==> config.mk <==
export PLATFORM = sky130hd
export DESIGN_NAME = bit_serial_adder
export DESIGN_NICKNAME = d
export VERILOG_FILES = /design/src/rtl/bit_serial_adder_pkg.sv /design/src/rtl/bit_serial_adder_full_adder.sv /design/src/rtl/bit_serial_adder.sv
export SDC_FILE = /design/constraint.sdc
export NUM_CORES = 1
export LEC_CHECK = 0
export CORE_ASPECT_RATIO = 0.5
export CORE_MARGIN = 4
export CORE_UTILIZATION = 45
export CTS_BUF_LIST = sky130_fd_sc_hd__clkbuf_8
export DETAILED_ROUTE_END_ITERATION = 6
export GPL_TIMING_DRIVEN = 0
export PLACE_DENSITY = 0.71
export SETUP_SLACK_MARGIN = 0.1
export SLEW_MARGIN = 10
export SYNTH_ARGS = -nofsm -noshare
export SYNTH_HDL_FRONTEND = slang
export SYNTH_SLANG_ARGS = --single-unit
==> constraint.sdc <==
create_clock -name clk -period 3 [get_ports clk]
set_input_delay 0.6 -clock clk [delete_from_list [all_inputs] [get_ports clk]]
set_output_delay 0.6 -clock clk [all_outputs]
set_load 0.01 [all_outputs]
==> src/rtl/bit_serial_adder_pkg.sv <==
// Shared definitions for the bit-serial adder: state encoding and default width.
package bit_serial_adder_pkg;

  localparam int DEFAULT_WIDTH = 8;

  typedef enum logic [1:0] {
    ST_IDLE = 2'd0,
    ST_RUN  = 2'd1,
    ST_DONE = 2'd2
  } state_t;

endpackage

==> src/rtl/bit_serial_adder_full_adder.sv <==
// 1-bit gate-level full adder; the single arithmetic slice of the serial adder.
module full_adder
  import bit_serial_adder_pkg::*;
(
  input  logic a_i,
  input  logic b_i,
  input  logic ci_i,
  output logic s_o,
  output logic co_o
);

  logic ab_x;

  assign ab_x = a_i ^ b_i;
  assign s_o  = ab_x ^ ci_i;
  assign co_o = (a_i & b_i) | (ab_x & ci_i);

endmodule

==> src/rtl/bit_serial_adder.sv <==
// Bit-serial a + b + cin, LSB first, one bit per clock through a single full adder.
// Optional BIT_SERIAL_ADDER_SUB_EN adds a 'sub' port for a - b - cin (two's complement).
module bit_serial_adder
  import bit_serial_adder_pkg::*;
#(
  parameter  int WIDTH = DEFAULT_WIDTH,
  localparam int CNT_W = $clog2(WIDTH + 1)
) (
  input  logic             clk,
  input  logic             rst_n,
  input  logic             start,
  input  logic [WIDTH-1:0] a,
  input  logic [WIDTH-1:0] b,
  input  logic             cin,
`ifdef BIT_SERIAL_ADDER_SUB_EN
  input  logic             sub,
`endif
  output logic             busy,
  output logic             done,
  output logic [WIDTH-1:0] sum,
  output logic             cout,
  output logic             sbit,
  output logic             sbit_vld
);

  state_t           state_q;
  logic [WIDTH-1:0] a_sr_q, b_sr_q, res_sr_q, sum_q;
  logic [CNT_W-1:0] cnt_q;
  logic             carry_q, cout_q, sub_q, sub_in;
  logic             accept, last, fa_b, fa_s, fa_co;
  logic [WIDTH-1:0] res_d;

`ifdef BIT_SERIAL_ADDER_SUB_EN
  assign sub_in = sub;
`else
  assign sub_in = 1'b0;
`endif

  assign accept = start && (state_q != ST_RUN);
  assign last   = (cnt_q == CNT_W'(WIDTH - 1));
  assign fa_b   = b_sr_q[0] ^ sub_q;

  full_adder u_fa (
    .a_i (a_sr_q[0]),
    .b_i (fa_b),
    .ci_i(carry_q),
    .s_o (fa_s),
    .co_o(fa_co)
  );

  // New sum bit enters at the MSB so the LSB-first stream lands in place after WIDTH shifts.
  assign res_d = (res_sr_q >> 1) | {fa_s, {(WIDTH-1){1'b0}}};

  always_ff @(posedge clk or negedge rst_n) begin
    if (!rst_n) begin
      state_q  <= ST_IDLE;
      a_sr_q   <= '0;
      b_sr_q   <= '0;
      res_sr_q <= '0;
      sum_q    <= '0;
      cnt_q    <= '0;
      carry_q  <= 1'b0;
      cout_q   <= 1'b0;
      sub_q    <= 1'b0;
    end else begin
      case (state_q)
        ST_RUN: begin
          a_sr_q   <= a_sr_q >> 1;
          b_sr_q   <= b_sr_q >> 1;
          res_sr_q <= res_d;
          carry_q  <= fa_co;
          cnt_q    <= cnt_q + 1'b1;
          if (last) begin
            state_q <= ST_DONE;
            sum_q   <= res_d;
            cout_q  <= fa_co;
          end
        end
        default: begin
          if (accept) begin
            state_q <= ST_RUN;
            a_sr_q  <= a;
            b_sr_q  <= b;
            // Subtraction is a + ~b + 1 - cin, so the initial carry becomes ~cin.
            carry_q <= cin ^ sub_in;
            sub_q   <= sub_in;
            cnt_q   <= '0;
          end else begin
            state_q <= ST_IDLE;
          end
        end
      endcase
    end
  end

  assign busy     = (state_q == ST_RUN);
  assign done     = (state_q == ST_DONE);
  assign sum      = sum_q;
  assign cout     = cout_q;
  assign sbit_vld = busy;
  assign sbit     = busy & fa_s;

endmodule

=== Yosys cells after proc, flatten, opt, wreduce, memory -nomap -nowiden ===
Index checks and enable logic that the tools add are counted.

* Reduce and logical (&&, ||, !) cells: 3
* Add/subtract/negate cells: 1
* Bitwise logic cells: 7
* Multiplexer cells: 11
* Eq/ne operators: 5

{| class="wikitable"
|+ Operator list
! kind !! count
|-
| 8-bit 2-to-1 mux || 4
|-
| 4-bit 2-to-1 mux || 2
|-
| 7-bit by 8-bit OR with 8-bit output || 1
|-
| 4-bit by 1-bit adder with 4-bit output (second input constant) || 1
|-
| 4-bit by 3-bit == test with 1-bit output (second input constant) || 1
|-
| 2-bit 2-to-1 mux || 2
|-
| 2-bit by 1-bit != test with 1-bit output (second input constant) || 2
|-
| 1-bit AND || 3
|-
| 1-bit 2-to-1 mux || 3
|-
| 2-bit by 1-bit == test with 1-bit output (second input constant) || 1
|-
| 2-bit == test (second input constant) || 1
|-
| 2-bit AND reduction || 1
|-
| 2-bit nonzero test || 1
|-
| 1-bit XOR || 2
|-
| 1-bit logical AND || 1
|-
| 1-bit OR || 1
|}

* Bits of input ports: 20
* Flip-flop bits (word level): 40
* Logic and storage cells: 35

=== Longest topological paths before layout ===
* Depth after elaboration: 4
* Gate-level depth with buffers: 5

=== Modules after synthesis ===
A second synthesis with hierarchy kept.

* Cells, all modules: 131
* Area total of the unflattened synthesis: 1717.9 µm²

{| class="wikitable"
|+ Modules (own cells, without submodules)
! module !! area each (µm²) !! sequential area each (µm²) !! cells each !! times used
|-
| bit_serial_adder || 1697.9 || 975.9 || 130 || 1
|-
| full_adder || 20.0 || 0.0 || 1 || 1
|}

=== Worst setup path before layout ===
Ideal clock, no wire load.

* Kind: flip-flop to output port
* Start: reg state_q[1]
* End: out sbit_vld
* Stages on the path, launching flop included: 5
* Path slack: 1.273 ns
* Arrival time: 1.127 ns
* Buffers on the path: 2
* Path through: dfrtp_1 > nand2b_4 > inv_2 > clkbuf_1 > buf_4

* Cells in the longest elaborated chain, start to end: 1

{| class="wikitable"
|+ Ends and longest elaborated chain
! item !! line !! source
|-
| start: declaration || bit_serial_adder.sv:26 || <nowiki>state_t state_q;</nowiki>
|-
| start signal: assignment || bit_serial_adder.sv:56 || <nowiki>state_q <= ST_IDLE;</nowiki>
|-
| start signal: assignment || bit_serial_adder.sv:74 || <nowiki>state_q <= ST_DONE;</nowiki>
|-
| start signal: assignment || bit_serial_adder.sv:81 || <nowiki>state_q <= ST_RUN;</nowiki>
|-
| 2-bit by 1-bit == test with 1-bit output || bit_serial_adder.sv:96 || <nowiki>assign busy = (state_q == ST_RUN);</nowiki>
|-
| end: declaration || bit_serial_adder.sv:23 || <nowiki>output logic sbit_vld</nowiki>
|}

Every way passes these cells.

=== Final worst setup path ===
Same ends and word-level chain as after synthesis.

==> metrics <==
Skew-Pair Late Insertion Delay=0.28 ns; Yosys cell types=23; Total GRT Usage=14.9%; DR vias/cell=4.80; RSZ-0062 raised after global routing=false; P&R area growth vs syn=30.1%; Cell Area, Synth=1680 sq um; WP data required=2.40 ns; largest net degree at the start of global routing=34; clk slew on worst S/H paths=0.08 ns; Seq cells post-synth=39; CTS tree=done; via count of the first global-routing pass=1194; Max Root-Sink Buffers=2; crit path time final=2.68 ns; postcts setup bufs=0; outcome=completed; sequential fraction of the synthesis area=57.9%; Remaining Overflow, GRT=0; routability cong.=0.706; Synth async-reset ratio=100%; pre-CTS setup slack=0.603 ns; power per cell area=987 nW/um^2; number of flops mapped to enable cells by yosys=0; multi-input logic area=649 sq um; end of the worst register-to-register path=sum[0]; CP delay by family, top=buffers and inverters; max-cap violation count=0; slowest cell on the critical path=clkdlybuf4s50_1; H-Tree Depth=2; pin slew with the least headroom to its limit=0.511 ns; Syn Nets=168; row cnt=15; buffers and inverters on the worst path=4; post-route ant nets=0; maximum VDD drop=0.511 mV; Die X=94.5 um; number of cells on the critical path=5; Setup-failing EPs final=0; crit-path max cell delay=0.52 ns; FF/Latch Area=976 sq um; HP Class=in -> async; Port-buffer cells=31; TritonCTS Buffers=5; post-cts resize count=0; hold_buf cts=0; DP HPWL=2.15 mm; diode count=0; fraction of layout cells with a size suffix above 1=15.6%; critical path class=reg -> out; start point of the critical path=state_q[1]; WL/cell=12.8 um; Nets=207; Yosys Warn Count=0; Slew Limit Fails=0; average size of a mapped cell=11.5 sq um; Peak Freq=0.373 GHz; Initial Util=48.0%; core outline area=3510 sq um; startpoint type of the worst setup path=flip-flop; cells on worst reg2reg path=5; I/O Pins=33; die area=4840 sq um; initial antenna violation count=0; CTS root buf=clkbuf_8; crit path max fanout=11; Fin. Hold Viols=0; # fillers=304; setup TNS=0 ns; Top FF cell, synth=dfrtp_1; r2r setup slk=1.52 ns; crit path DAT=2.08 ns; utilization after layout=62.4%; initial DRC count=37; first-pass GRT wire length=5.46 mm; clock skew=0.00524 ns; slew margin rel.=65.9%; final critical-path share of the clock period=89.3%; Clock Sinks=39; vias=1137; Hold WS=0.144 ns; Initial DRT Pass Iterations=4; P_leak=1.04 nW; Cell Chain, Critical Path=nand2b_4, inv_2, clkbuf_1, buf_4, clkdlybuf4s50_1; Die H=51.3 um; drt total wl=3.02 mm; Residual DRC=0; cells after synthesis=146; RR Startpoint=cnt_q[1]; Worst Slack Setup Final=0.320 ns; Setup crit end kind=output port
-- kinds of logic after synthesis --
kind of cell | count (synthesis) | synth area share (%)
buffers and inverters | 10 | 3.49
DFF | 39 | 57.9
AOI/OAI and AO/OA | 18 | 5.72
adders and majority gates | 2 | 1.93
and+or+nand+nor | 48 | 12.9
muxes | 29 | 18.1
-- flip-flops by register name, indices dropped and copies added, names as in the netlist --
| name | flops |
|---|---|
| a_sr_q | 8 |
| b_sr_q | 8 |
| sum | 8 |
| res_sr_q | 7 |
| cnt_q | 4 |
| state_q | 2 |
| carry_q | 1 |
| cout | 1 |
-- cells in the final DEF (no fill, tap or decap) --
cell,instances
buf_12,1
inv_2,1
buf_2,3
and3_1,1
nand2_1,36
clkbuf_1,4
and2b_1,1
a211o_1,1
a21o_1,1
ha_1,1
and2_1,1
buf_6,2
nand2b_1,1
clkinv_2,1
mux2_2,11
clkdlybuf4s50_1,30
bufinv_16,1
nand2b_4,1
nand3_1,1
o21ai_0,16
nor3_1,1
fa_1,1
mux2i_1,18
dfrtp_1,39
clkbuf_8,6
buf_4,1
nor3_4,1
nor2_1,4
-- layer usage --
layer	GRT usage, %	up-vias	routed length (um)
met5	0	-	0
met4	4.31	0	19
met3	5.59	2	127
met2	23.6	16	1470
met1	19.2	557	1410
li1	-	562	-
-- synth_stat cells, types with 2 or more instances --
library cell / number / area, sq um
nand2_1: 36 / 135
clkbuf_1: 4 / 15.0
mux2i_1: 18 / 180
buf_6: 2 / 22.5
buf_2: 2 / 10.0
o21ai_0: 16 / 80.1
dfrtp_1: 39 / 976
nor2_1: 4 / 15.0
mux2_2: 11 / 124
-- how the worst max path moves through the flow --
| stage | endpoint | slack, ns |
|---|---|---|
| after floorplan | sbit_vld | 1.27 |
| after global placement | sum[4] | 0.41 |
| after detailed placement | sbit_vld | 0.60 |
| after CTS | sbit_vld | 0.28 |
| after global routing | sbit_vld | 0.14 |
| final | sbit_vld | 0.32 |
-- layout make-up --
class	instances	area share, %
sequential	39	44.5
multi-input combinational	97	29.6
timing repair buffer	32	14.8
clock buffer	6	3.77
tap	51	2.91
buffer	9	2.51
clock inverter	2	1.60
inverter	1	0.171
-- per-stage QoR --
step	cells	total power, mW	instance area [sq um]
after floorplan	146	1.40	1680
after detailed placement	229	1.75	2070
after global placement	228	1.71	2060
final	237	2.16	2190
after CTS	237	2.20	2190
after global routing	237	2.35	2190
-- worst reg2reg max path, cell delays in order, from the launching register on --
cell	delay (ns)
dfrtp_1	0.39
ha_1	0.20
nand2_1	0.10
nor3_4	0.16
buf_6	0.18
mux2_2	0.33
-- power breakdown --
group	internal (mW)	switching, mW	leakage (nW)
clock network	0.269	0.175	0.0612
registers	0.735	0.122	0.502
logic	0.437	0.424	0.479
total	1.44	0.722	1.04
No activity file was read; power rests on OpenSTA's default activity.
